<file path="src/rtl/alu_seq_ctrl.sv">
// ---------------------------------------------------------------------------
// alu_seq_ctrl -- multicycle datapath sequencer (Moore FSM).
//
// Steps one instruction at a time through fetch, decode, execute, memory and
// write-back states. It drives the enables and mux selects of a shared-ALU
// multicycle datapath.
//
// Optional feature (compile-time macro):
//   MEM_WAIT_EN  When defined, FETCH, MEMRD and MEMWR stall until mem_ready=1.
//                While stalled, mem_read/mem_write stay high and the
//                ir_write/pc_write strobes wait for mem_ready.
//                When undefined, mem_ready is ignored and each memory state
//                lasts one cycle.
//
// Ports:
//   clk            in   single clock, rising edge
//   rst            in   synchronous active-high reset (forces FETCH, blanks outputs)
//   opcode[5:0]    in   instruction opcode, stable from DECODE onward
//   mem_ready      in   memory completion strobe (MEM_WAIT_EN only)
//   pc_write       out  unconditional PC load
//   pc_write_cond  out  PC load qualified by ALU zero (branch)
//   i_or_d         out  memory address select: 0 PC, 1 ALU out
//   mem_read       out  memory read strobe
//   mem_write      out  memory write strobe
//   ir_write       out  instruction register load
//   mem_to_reg     out  register write data select: 1 memory data
//   reg_dst        out  destination register select: 1 rd, 0 rt
//   reg_write      out  register file write enable
//   alu_src_a      out  ALU A select: 0 PC, 1 reg A
//   alu_src_b[1:0] out  ALU B select: 00 B, 01 4, 10 imm, 11 imm<<2
//   alu_ct_op[1:0] out  ALU op class: 00 add, 01 sub, 10 funct, 11 compare
//   pc_source[1:0] out  PC mux: 00 ALU result, 01 ALU out, 10 jump target
//   state[3:0]     out  current state code (debug)
//   illegal        out  high while in ILLEGAL
// ---------------------------------------------------------------------------
module alu_seq_ctrl (
    input  logic       clk,
    input  logic       rst,
    input  logic [5:0] opcode,
    input  logic       mem_ready,
    output logic       pc_write,
    output logic       pc_write_cond,
    output logic       i_or_d,
    output logic       mem_read,
    output logic       mem_write,
    output logic       ir_write,
    output logic       mem_to_reg,
    output logic       reg_dst,
    output logic       reg_write,
    output logic       alu_src_a,
    output logic [1:0] alu_src_b,
    output logic [1:0] alu_ct_op,
    output logic [1:0] pc_source,
    output logic [3:0] state,
    output logic       illegal
);

    typedef enum logic [3:0] {
        S_FETCH    = 4'd0,
        S_DECODE   = 4'd1,
        S_MEMADR   = 4'd2,
        S_MEMRD    = 4'd3,
        S_MEMWB    = 4'd4,
        S_MEMWR    = 4'd5,
        S_RTYPE_EX = 4'd6,
        S_RTYPE_WB = 4'd7,
        S_BRANCH   = 4'd8,
        S_JUMP     = 4'd9,
        S_IMM_EX   = 4'd10,
        S_IMM_WB   = 4'd11,
        S_ILLEGAL  = 4'd12
    } state_e;

    localparam logic [5:0] OP_RTYPE = 6'b000000;
    localparam logic [5:0] OP_LW    = 6'b100011;
    localparam logic [5:0] OP_SW    = 6'b101011;
    localparam logic [5:0] OP_BEQ   = 6'b000100;
    localparam logic [5:0] OP_J     = 6'b000010;
    localparam logic [5:0] OP_ADDIU = 6'b001001;
    localparam logic [5:0] OP_SLTI  = 6'b001010;

    state_e state_q;
    state_e state_d;

    // Memory handshake qualifier. It is tied high when wait states are not
    // built, so the memory states always advance after one cycle.
    logic mem_ok;
`ifdef MEM_WAIT_EN
    assign mem_ok = mem_ready;
`else
    logic unused_mem_ready;
    assign unused_mem_ready = mem_ready;
    assign mem_ok           = 1'b1;
`endif

    // Next-state decode
    always_comb begin
        state_d = state_q;
        case (state_q)
            S_FETCH:    if (mem_ok) state_d = S_DECODE;
            S_DECODE: begin
                case (opcode)
                    OP_RTYPE:           state_d = S_RTYPE_EX;
                    OP_LW, OP_SW:       state_d = S_MEMADR;
                    OP_BEQ:             state_d = S_BRANCH;
                    OP_J:               state_d = S_JUMP;
                    OP_ADDIU, OP_SLTI:  state_d = S_IMM_EX;
                    default:            state_d = S_ILLEGAL;
                endcase
            end
            S_MEMADR:   state_d = (opcode == OP_LW) ? S_MEMRD : S_MEMWR;
            S_MEMRD:    if (mem_ok) state_d = S_MEMWB;
            S_MEMWB:    state_d = S_FETCH;
            S_MEMWR:    if (mem_ok) state_d = S_FETCH;
            S_RTYPE_EX: state_d = S_RTYPE_WB;
            S_RTYPE_WB: state_d = S_FETCH;
            S_BRANCH:   state_d = S_FETCH;
            S_JUMP:     state_d = S_FETCH;
            S_IMM_EX:   state_d = S_IMM_WB;
            S_IMM_WB:   state_d = S_FETCH;
            // ILLEGAL is sticky; only rst leaves it.
            S_ILLEGAL:  state_d = S_ILLEGAL;
            // Codes 13-15 recover to FETCH.
            default:    state_d = S_FETCH;
        endcase
    end

    // State register: reset wins over every transition and over mem_ready.
    always_ff @(posedge clk) begin
        if (rst) begin
            state_q <= S_FETCH;
        end else begin
            state_q <= state_d;
        end
    end

    // Moore output decode from the state register. Outputs are blanked while
    // rst is high, so a state that reset interrupts issues no strobes
    // (for example, no write-back after an aborted load). FETCH strobes start
    // in the cycle after rst drops.
    always_comb begin
        pc_write      = 1'b0;
        pc_write_cond = 1'b0;
        i_or_d        = 1'b0;
        mem_read      = 1'b0;
        mem_write     = 1'b0;
        ir_write      = 1'b0;
        mem_to_reg    = 1'b0;
        reg_dst       = 1'b0;
        reg_write     = 1'b0;
        alu_src_a     = 1'b0;
        alu_src_b     = 2'b00;
        alu_ct_op     = 2'b00;
        pc_source     = 2'b00;
        illegal       = 1'b0;
        if (!rst) begin
            case (state_q)
                S_FETCH: begin
                    mem_read  = 1'b1;
                    // Commit IR and PC+4 only on the cycle the fetch completes.
                    ir_write  = mem_ok;
                    pc_write  = mem_ok;
                    alu_src_b = 2'b01;
                end
                S_DECODE: begin
                    // Compute the branch target early: PC + (imm << 2).
                    alu_src_b = 2'b11;
                end
                S_MEMADR: begin
                    alu_src_a = 1'b1;
                    alu_src_b = 2'b10;
                end
                S_MEMRD: begin
                    mem_read = 1'b1;
                    i_or_d   = 1'b1;
                end
                S_MEMWB: begin
                    reg_write  = 1'b1;
                    mem_to_reg = 1'b1;
                end
                S_MEMWR: begin
                    mem_write = 1'b1;
                    i_or_d    = 1'b1;
                end
                S_RTYPE_EX: begin
                    alu_src_a = 1'b1;
                    alu_ct_op = 2'b10;
                end
                S_RTYPE_WB: begin
                    reg_write = 1'b1;
                    reg_dst   = 1'b1;
                end
                S_BRANCH: begin
                    alu_src_a     = 1'b1;
                    alu_ct_op     = 2'b01;
                    pc_write_cond = 1'b1;
                    pc_source     = 2'b01;
                end
                S_JUMP: begin
                    pc_write  = 1'b1;
                    pc_source = 2'b10;
                end
                S_IMM_EX: begin
                    alu_src_a = 1'b1;
                    alu_src_b = 2'b10;
                    // slti needs a compare; addiu is a plain add.
                    alu_ct_op = (opcode == OP_SLTI) ? 2'b11 : 2'b00;
                end
                S_IMM_WB: begin
                    reg_write = 1'b1;
                end
                S_ILLEGAL: begin
                    illegal = 1'b1;
                end
                default: begin
                end
            endcase
        end
    end

    assign state = rst ? 4'd0 : state_q;

endmodule

</file>
<file path="config.mk">
export PLATFORM = sky130hd
export DESIGN_NAME = alu_seq_ctrl
export DESIGN_NICKNAME = d
export VERILOG_FILES = /design/src/rtl/alu_seq_ctrl.sv
export SDC_FILE = /design/constraint.sdc
export NUM_CORES = 1
export LEC_CHECK = 0
export BUFFER_PORTS_ARGS = -buffer_cell sky130_fd_sc_hd__buf_4
export CORE_MARGIN = 2
export CORE_UTILIZATION = 45
export DETAILED_ROUTE_END_ITERATION = 8
export PLACE_DENSITY_LB_ADDON = 0.25
export REMOVE_ABC_BUFFERS = 1
export SYNTH_ARGS = -nofsm -noshare
export SYNTH_HDL_FRONTEND = slang
export SYNTH_SLANG_ARGS = --single-unit
</file>
<file path="constraint.sdc">
create_clock -name clk -period 3.5 [get_ports clk]
set_clock_uncertainty 0.1 [all_clocks]
set_input_delay 0.525 -clock clk [delete_from_list [all_inputs] [get_ports clk]]
set_output_delay 0.525 -clock clk [all_outputs]
set_load 0.005 [all_outputs]
</file>
Word-level counts from Yosys, hierarchy flattened
Cells that the tools add are included.

Reduce and logical (&&, ||, !) cells: 10. Equal/unequal tests: 18. Mux-type cells: 33.

Operators with widths (count): 4-bit one-hot mux with 7 select lines (1); 1-bit two-way mux (22); 4-bit equality test, second input constant (5); 4-bit one-hot mux with 5 select lines (1); 4-bit by 3-bit equality test with 1-bit output, second input constant (4); 6-bit by 4-bit equality test with 1-bit output, second input constant (2); 6-bit equality test, second input constant (2); 2-bit one-hot mux with 3 select lines (2); 2-bit OR reduction (6); 4-bit by 2-bit equality test with 1-bit output, second input constant (2); 2-bit two-way mux (4); 6-bit by 2-bit equality test with 1-bit output, second input constant (1); 6-bit by 3-bit equality test with 1-bit output, second input constant (1); 6-bit logical NOT (1); 4-bit by 1-bit equality test with 1-bit output, second input constant (1); 4-bit logical NOT (1); 4-bit two-way mux (1); 2-bit one-hot mux with 2 select lines (1); 4-bit OR reduction (1); 3-bit two-way mux (1); 3-bit OR reduction (1).

Output and inout bits: 21. Input bits: 9. Logic and storage cells: 62. Register bits after elaboration: 4.

Logic depth before layout (Yosys ltp)
Word-level depth: 4. Mapped depth: 6.

Worst setup path after synthesis
No wires, ideal clock.

Path kind: in2out. Start: input opcode[1]. End: output alu_ct_op[0]. Arrival: 1391 ps. Setup slack: 1484 ps. Required time: 2875 ps. Cell stages on the path: 4. Cells stage by stage: buf_4 nor3b_2 nand3_1 a2111oi_0.

Word-level cells in the longest chain between the ends: 4.

Ends and longest elaborated chain: start: declaration (RTL line 39) `input logic [5:0] opcode,`; 6-bit by 4-bit equality test with 1-bit output (RTL line 207) `alu_ct_op = (opcode == OP_SLTI) ? 2'b11 : 2'b00;`; 2-bit two-way mux (RTL line 207); 2-bit one-hot mux with 3 select lines (RTL line 157) `case (state_q)`; 2-bit two-way mux (RTL line 156) `if (!rst) begin`; end: declaration (RTL line 52) `output logic [1:0] alu_ct_op,`.

No other way between the ends.

Worst setup path in the final report
Start: input opcode[0]. End: output alu_ct_op[0].

The elaborated chain is that of the path after synthesis.

==> results <==
- The overflow left after global routing is 0.
- The row count is 13.
- The xor and xnor fraction of the mapped netlist area is 5.94%.
- The total of max-cap violations is 0.
- The placeable core region is 1270 um2.
- The CTS tree is done.
- The ratio of routed vias to standard cells is 5.76.
- The Yosys step of the flow raised 0 warnings.
- After synthesis, the share of cell area in mux cells is 0%.
- Input and output buffers added on the ports amount to 28.
- The number of antenna violations at the first check in global routing is 0.
- Setup violations remaining at the end of the flow were counted as 0.
- Clock-pin slew was measured on the worst setup and hold paths at 0.03 ns.
- The kind of end point of the critical path is an output pin.
- The number of global-route vias before repair is 544.
- Buffers inserted during clock tree synthesis total 3.
- The total internal power is 206 uW.
- Across all layers, the routed design uses 708 vias.
- The largest registers in the layout are state_q (4).
- The height of the chip is 40.2 um.
- The data required time of the critical path is 2.87 ns.
- The initial standard-cell utilization of the core is 46.4%.
- The detail route stage leaves a number of antenna-violating nets equal to 0.
- The clock network accounts for 14.9% of the total power.
- The share of the Yosys chip area taken by registers is 13.6%.
- The die footprint is 1620 um2.
- Measured against its own limit, the worst slew margin works out to 74.9%.
- After layout, the worst path uses 63.5% of the clock period.
- The setup fix buffers added after clock tree synthesis is 0.
- After synthesis, the largest family of logic cells by area is simple AND/OR/NAND/NOR gates.
- The post-detailed-routing wire length is 1460 um.
- The layout filler cell count is 134.
- In this run, the combinational gates consume 59.6% of the power.
- The post-synthesis instance area is 589 um2.
- Of the total power, the share spent switching nets is 43.0%.
- The post-synthesis average cell area is 6.77 um2.
- Measured on the finished design, the core utilization comes to 60.9%.
- Entering global routing, the biggest net connects 16 pins.
- The critical-path maximum fanout is 5.
- The fraction of layout instances using a drive strength above 1 is 31.5%.
- In this run the number of H-tree levels came out at 1.
- The final weighted congestion of routability-driven global placement is 0.856.
- Setup repair after global routing left no endpoint under its margin.
- After the last flow step, the layout net total stands at 119.
- The highest ir drop seen on vdd is 0.260 mV.
- The first global-routing pass estimated 2210 um of wire.
- After synthesis, the netlist uses 36 different library cells.
- The horizontal extent of the die is 40.2 um.
- More flip-flops sit in one register than any other, and that register is state_q.
- The tree built by TritonCTS fans out to 4 sinks.
- The buffer levels on the longest clock path is 2.
- The sequential cell fraction of total power is 25.4%.
- The type of the worst setup path is input pin to output pin.
- The power per cell area is 468 nW/um2.
- The tightest min-delay check is of the input pin to register type.
- The number of failing hold endpoints at the final stage is 0.
- The run finished with clean final reports.
- In the final layout, the multi-input gates occupy 434 um2.
- The highest achievable clock rate is 450 MHz.
- During I/O placement, the number of pins put on the boundary was 30.
- The total area of sequential cells is 80.1 um2.
- Relative to the synthesized area, the layout overhead comes to 31.2%.
- Summing the areas of all compound-gate instances in the mapped netlist gives 21.4% of the synthesized area.
- After synthesis the netlist holds a flip-flop and latch count of 4.
- After detailed routing, the number of remaining DRC violations is 0.
- The worst setup path is launched from an input pin.
- The post-layout total power is 362 uW.
- After layout, the minimum clock period comes to 2.22 ns.
- The power dissipated by switching net loads is 156 uW.
- The count of hold buffers inserted by post-cts repair is 0.
- The average wire per standard cell is 11.9 um.
- The count of final max-slew check failures was 0.
- The post-synthesis instance total is 87.
- The detailed router finished its first iteration with 30 violations.
- The repair_antennas step left the layout with diodes totalling 0.
- The arrival time at the worst endpoint is 1.60 ns.
- The overall track demand over capacity in global routing is 19.4%.
- The number of flip-flops under the largest register name is 4.
- The number of resized instances in the post-cts repair step is 0.
- The leakage power total is 0.321 nW.
- The fraction of the mapped netlist area in simple logic gates is 46.3%.
- In the final timing run, aggregate negative setup slack is 0 ns.
- The slew at the pin closest to its max-slew limit is 0.366 ns.
- The worst-skew pair later-pin latency is 0.23 ns.
- The first detailed-routing pass took 4 iterations.
- The adder-cell area share of the yosys netlist is 0%.
- The HPWL after detailed placement is 1150 um.
- The buffer type at the clock tree root is sky130_fd_sc_hd__clkbuf_4.
-- placed cells by master, fill, tap and decap left out, drive strengths merged --
master / instances
and4bb: 1
a211oi: 2
and3: 1
o21ai: 1
nor4b: 1
inv: 2
or2: 5
a211o: 1
nor2b: 3
dfxtp: 4
nand3: 3
o22ai: 1
a31o: 1
nand4: 1
buf: 28
a21oi: 6
a311oi: 2
nand3b: 1
a21o: 1
nand2: 4
a2111oi: 1
nor3b: 3
xor2: 1
xnor2: 3
nor3: 11
nor4: 1
nor2: 10
o22a: 1
nand2b: 4
o311ai: 1
clkbuf: 3
-- routing by layer --
| metal | track usage [%] | up-vias | wire, um |
|---|---|---|---|
| met5 | 0 | - | 0 |
| met4 | 2.50 | 0 | 0 |
| met3 | 3.33 | 0 | 105 |
| met2 | 37.1 | 28 | 748 |
| met1 | 22.6 | 323 | 607 |
| li1 | - | 357 | - |
-- worst max-delay path: stages --
cell and delay (ns):
sky130_fd_sc_hd__buf_4 0.12, sky130_fd_sc_hd__nor2_1 0.22, sky130_fd_sc_hd__nand3_1 0.12, sky130_fd_sc_hd__a2111oi_0 0.42, sky130_fd_sc_hd__buf_4 0.18
-- synthesized netlist by cell type, drive strengths merged --
library cell	instances	area, um2
o21ai	1	5.00
xor2	1	8.76
nor3b	3	27.5
nor4b	1	8.76
and4bb	1	12.5
nor4	1	6.26
buf	9	63.8
a21oi	6	30.0
nand4	1	6.26
a211o	1	8.76
inv	2	7.51
dfxtp	4	80.1
nand2b	4	25.0
o22a	1	10.0
nor2	10	37.5
nand3	3	15.0
nand2	4	15.0
nand3b	1	7.51
a311oi	2	17.5
a31o	1	8.76
nor3	11	55.1
a2111oi	1	8.76
a211oi	2	15.0
xnor2	3	26.3
and3	1	6.26
o22ai	1	6.26
nor2b	3	18.8
a21o	1	7.51
clkbuf	1	3.75
or2	5	31.3
o311ai	1	8.76
-- path summary, 6_finish.rpt --
kind / slack (ns) / end / depth (start not counted) / startpoint
hold / removal: 0.54 / state_q[1]$_SDFF_PP0_ / 4 / opcode[4]
setup / recovery: 1.28 / alu_ct_op[0] / 5 / opcode[0]
hold reg to reg: 0.61 / state_q[0]$_SDFF_PP0_ / 3 / state_q[1]$_SDFF_PP0_
setup reg to reg: 1.94 / state_q[0]$_SDFF_PP0_ / 4 / state_q[0]$_SDFF_PP0_
-- per-stage QoR --
| stage | instance area [um2] | setup WS [ns] | hold slack [ns] | std cells |
|---|---|---|---|---|
| final | 773 | 1.28 | 0.541 | 123 |
| after floorplan | 522 | 1.59 | 0.532 | 77 |
| after detailed placement | 751 | 1.26 | 0.604 | 120 |
| after global routing | 773 | 1.14 | 0.549 | 123 |
| after global placement | 751 | 1.26 | 0.592 | 120 |
| after CTS | 773 | 1.26 | 0.537 | 123 |
-- power by group through the flow --
| stage | clock network [mW] | logic [mW] | registers [mW] |
|---|---|---|---|
| floorplan | 0 | 0.127 | 0.0830 |
| global placement | 0 | 0.212 | 0.0915 |
| detailed placement | 0 | 0.217 | 0.0916 |
| CTS | 0.0564 | 0.218 | 0.0914 |
| global route | 0.0638 | 0.239 | 0.0957 |
| finish | 0.0540 | 0.216 | 0.0921 |
-- cells by family (layout without fill, tap and decap cells) --
| family | after synthesis | count (layout) |
|---|---|---|
| and+or+nand+nor | 49 | 49 |
| DFF | 4 | 4 |
| xor gates and xnor gates | 4 | 4 |
| AOI/OAI and AO/OA | 18 | 18 |
| buffers and inverters | 12 | 33 |
-- area by class of cell --
class | count | share of cell area (%)
tap | 15 | 2.43
multi-input combinational | 71 | 56.1
timing repair buffer | 28 | 27.2
inverter | 2 | 0.971
clock buffer | 3 | 2.91
sequential | 4 | 10.4
No activity file was read; power rests on OpenSTA's default activity.
